`src/rtl/linear_layer_start_token_fifo.sv`:
```
// Shift-register FIFO carrying start tokens between Linear_Layer_i4xi4_q dataflow processes.
// The read side is first-word-fall-through: if_dout shows the oldest token whenever if_empty_n is high.
module linear_layer_start_token_fifo #(
    parameter int DATA_WIDTH = 1,
    parameter int ADDR_WIDTH = 3,
    parameter int DEPTH      = 6
) (
    input  logic                  clk,
    input  logic                  reset,
    input  logic                  if_write_ce,
    input  logic                  if_write,
    input  logic [DATA_WIDTH-1:0] if_din,
    output logic                  if_full_n,
    input  logic                  if_read_ce,
    input  logic                  if_read,
    output logic [DATA_WIDTH-1:0] if_dout,
    output logic                  if_empty_n,
    output logic [ADDR_WIDTH:0]   if_num_data_valid,
    output logic [1:0]            dbg_state
);

    // Handshake: a push occurs on a rising edge when if_write & if_write_ce & if_full_n;
    // a pop occurs when if_read & if_read_ce & if_empty_n. Both flags are registered,
    // so neither depends combinationally on the request inputs.

    typedef enum logic [1:0] {
        ST_EMPTY   = 2'd0,
        ST_PARTIAL = 2'd1,
        ST_FULL    = 2'd2
    } fifo_state_t;

    localparam logic [ADDR_WIDTH:0] DEPTH_C = DEPTH[ADDR_WIDTH:0];
    localparam logic [ADDR_WIDTH:0] ONE_C   = {{ADDR_WIDTH{1'b0}}, 1'b1};

    logic [DATA_WIDTH-1:0] srl [DEPTH];
    logic [ADDR_WIDTH:0]   count;
    logic [ADDR_WIDTH:0]   count_next;
    logic [ADDR_WIDTH:0]   count_m1;
    logic [ADDR_WIDTH-1:0] rd_addr;
    logic                  push;
    logic                  pop;
    fifo_state_t           state;

    assign push = if_write & if_write_ce & if_full_n;
    assign pop  = if_read & if_read_ce & if_empty_n;

    always_comb begin
        count_next = count;
        case ({push, pop})
            2'b10:   count_next = count + ONE_C;
            2'b01:   count_next = count - ONE_C;
            default: count_next = count;
        endcase
    end

    always_ff @(posedge clk or posedge reset) begin
        if (reset) begin
            count      <= '0;
            if_full_n  <= 1'b1;
            if_empty_n <= 1'b0;
        end else begin
            count      <= count_next;
            if_full_n  <= (count_next != DEPTH_C);
            if_empty_n <= (count_next != '0);
        end
    end

    // Storage carries no reset; a push shifts every entry up by one slot.
    always_ff @(posedge clk) begin
        if (push) begin
            for (int i = DEPTH - 1; i > 0; i--) begin
                srl[i] <= srl[i-1];
            end
            srl[0] <= if_din;
        end
    end

    // The oldest token sits at count-1; a simultaneous push/pop leaves that index unchanged.
    assign count_m1 = count - ONE_C;
    assign rd_addr  = (count == '0) ? '0 : count_m1[ADDR_WIDTH-1:0];
    assign if_dout  = srl[rd_addr];

    assign if_num_data_valid = count;

    always_comb begin
        state = ST_PARTIAL;
        if (count == '0) begin
            state = ST_EMPTY;
        end else if (count == DEPTH_C) begin
            state = ST_FULL;
        end
    end

    assign dbg_state = state;

endmodule

```
`config.mk`:
```
export PLATFORM = sky130hd
export DESIGN_NAME = linear_layer_start_token_fifo
export DESIGN_NICKNAME = d
export VERILOG_FILES = /design/src/rtl/linear_layer_start_token_fifo.sv
export SDC_FILE = /design/constraint.sdc
export NUM_CORES = 1
export LEC_CHECK = 0
export ABC_CLOCK_PERIOD_IN_PS = 5700
export CORE_ASPECT_RATIO = 1.2
export CORE_UTILIZATION = 30
export DETAILED_ROUTE_END_ITERATION = 8
export PLACE_DENSITY_LB_ADDON = 0.3
export SYNTH_ARGS = -nofsm -noshare
export SYNTH_HDL_FRONTEND = slang
export SYNTH_SLANG_ARGS = --single-unit
export TNS_END_PERCENT = 10
```
`constraint.sdc`:
```
create_clock -name clk -period 5.7 [get_ports clk]
set_input_delay 1.14 -clock clk [delete_from_list [all_inputs] [get_ports clk]]
set_output_delay 1.14 -clock clk [all_outputs]
set_load 0.005 [all_outputs]
```
==> results.ini <==
[synth]
yosysTopAreaCell = edfxtp_1
yosysSeqAreaShare = 0.471
synth_most_common_cell = inv_1
netlist_top_cells_area = edfxtp_1 (26%), dfrtp_1 (18%), ha_1 (8.9%)
syn_inst = 67
ys_top_cells_by_count = inv_1 (7), edfxtp_1 (6), o21ai_0 (6)
ys_seq_elements = 12
synth_nets = 79
async_flop_share = 0.500
yosysTopAreaCellShare = 0.256
yosysWarnings = 0
synth-edff-count = 6
post_synth_instance_area_um2 = 704
ys_types = 32
ys.flop_type = edfxtp_1
syn_avg_cell_area_um2 = 10.5

[cells_and_area]
multi_input_area_um2 = 323
final_core_util = 0.418
fillers = 206
diodes = 0
area_delta_synth_final_pct = 27.0
final_design_area_no_fill_um2 = 895
nets = 95
ff_latch_area_um2 = 332
drive_above_1_share = 0.0610

[drt]
dr.pass1.iters = 4
num_vias = 546
drt-wirelength-per-cell_um = 11.2
initialDrtViolationCount = 12
drt-total-wl_mm = 1.25
vias_per_cell = 4.88
drc = 0
detail-route-antenna-nets = 0

[critical_path]
r2r_setup_slack_ns = 3.39
cp-startpoint = if_num_data_valid[0]$_DFF_PP0_
rr_endpoint = if_empty_n$_DFF_PP0_
r2r_start = if_full_n$_DFF_PP1_
end_kind = output pin
critPathMaxFanout = 13
critical_path_arrival_ns = 2.35
setup.worst_path.class = reg -> out
worstSetupStartpointType = register
crit_required_ns = 4.56
reg2reg_depth = 6

[run]
max_cap_viol_count = 0

[clock_network]
clk_latency_ns = 0.28
ctsResizeCount = 0
cts_made_buffers = 3
postCtsHoldBufs = 0
root_buffer = clkbuf_4
path_clk_slew_ns = 0.07
clockBufferDepth = 2
postCtsSetupBuffers = 0
htreeDepth = 1
clock-sinks = 12
tritoncts = built

[hold_path]
worstHoldStart = srl[3]$_DFFE_PP_
hold_path_depth = 0
worstHoldPathType = reg -> reg
hold_end = srl[4]$_DFFE_PP_

[sta]
clock_skew_ns = 0.00541
worst_pin_slew_ns = 0.446
max_clock_freq_mhz = 287
final_max_slew_viol_count = 0
post-route-period-util = 0.612
fin_tns_setup_ns = 0
finalHoldViolations = 0
rsz0062_at_grt = no
finalCriticalPeriod_ns = 3.49
slew_headroom = 0.699
finalSetupViolCount = 0

[grt]
antenna_found_initial = 0
grt_max_degree = 14
first_global_vias = 484
grt_pass1_wl_mm = 2.06
grtUsageTotal = 0.122
grt.overflow.total = 0

[power]
power.leakage_uw = 0.000370
max-vdd-ir-drop_mv = 0.166
power_density_nw_per_um2 = 390

[floorplanning]
top_level_ports = 16
die-area_um2 = 2550
die_w_um = 46.2
initial_core_util = 0.329
die-height_um = 55.1
rows = 18
core-area_um2 = 2140

[run_status]
status = complete, no violations

[placed_design]
io_buffers = 15
placed_cell_area_um2 = 868
gp_congestion = 0.835
hpwl_um = 951

==> cell families (layout without fill, tap and decap cells) <==
family,after synthesis,in the layout,share of synthesized area
and+or+nand+nor,19,19,0.163
AOI/OAI and AO/OA,17,17,0.163
DFF,12,12,0.471
buffers and inverters,11,26,0.0711
adders and majority gates,5,5,0.0888
muxes,3,3,0.0426
==> registers in the layout, summed over array words and instances, names as in the netlist <==
| name | flops |
|---|---|
| if_full_n | 1 |
| if_empty_n | 1 |
| if_num_data_valid | 4 |
| srl | 6 |
==> how the worst max path moves through the flow <==
| stage | to | slack (ns) | depth (start not counted) |
|---|---|---|---|
| final | if_dout | 2.21 | 7 |
| after CTS | if_dout | 2.21 | 7 |
| after global routing | if_dout | 2.00 | 7 |
| after floorplan | if_empty_n$_DFF_PP0_ | 2.73 | 7 |
| after detailed placement | if_empty_n$_DFF_PP0_ | 2.30 | 7 |
| after global placement | if_empty_n$_DFF_PP0_ | 2.32 | 7 |
==> per-layer routing <==
| metal | part of all wire | up-vias | GRT usage |
|---|---|---|---|
| met1 | 0.47 | 251 | 0.154 |
| met2 | 0.45 | 16 | 0.178 |
| li1 | - | 274 | - |
| met5 | 0 | - | 0 |
| met4 | 0.043 | 0 | 0.118 |
| met3 | 0.034 | 5 | 0.00974 |
==> stage by stage <==
step                hold slack [ns]  total power, uW  setup WS (ns)  std cells
detailed placement            0.438              297           2.30        108
CTS                           0.459              351           2.21        112
global route                  0.471              380           2.00        112
floorplan                     0.420              227           2.73         67
finish                        0.460              349           2.21        112
global placement              0.431              297           2.32        108
==> power by group <==
| part | switching (uW) | internal, uW |
|---|---|---|
| Combinational | 64.1 | 95.2 |
| Clock | 27.1 | 27.2 |
| Sequential | 29.6 | 105 |
==> worst max-delay path: stages (launching register included) <==
cell,delay [ns]
dfrtp_1,0.62
inv_1,0.13
ha_1,0.27
or2b_1,0.22
o21ai_0,0.11
a211oi_1,0.08
a21oi_1,0.13
clkdlybuf4s50_1,0.51
==> layout by cell type, fill, tap and decap left out <==
cell type and n:
a211oi_1 1, a21o_1 1, a21oi_1 1, a22oi_1 1
a41oi_1 1, and3_1 1, clkbuf_1 1, clkbuf_4 3
clkdlybuf4s50_1 15, dfrtp_1 5, dfstp_2 1, edfxtp_1 6
ha_1 5, inv_1 7, mux2i_1 3, nand2_1 3
nand2b_1 1, nand3_1 3, nor2_1 1, nor2b_1 2
nor3_1 1, nor3b_1 1, nor4_1 2, nor4b_1 1
o211a_1 1, o21ai_0 6, o21bai_1 2, o31a_1 1
o31ai_1 2, or2b_1 1, or3_4 1, or4_1 1
==> final cells by class <==
type	count	area share
Sequential cell	12	0.371
Multi-Input combinational cell	44	0.361
Timing Repair Buffer	15	0.168
Tap cell	30	0.0420
Clock buffer	4	0.0294
Inverter	7	0.0294
Note: power is estimated with default switching activity, not from simulation.
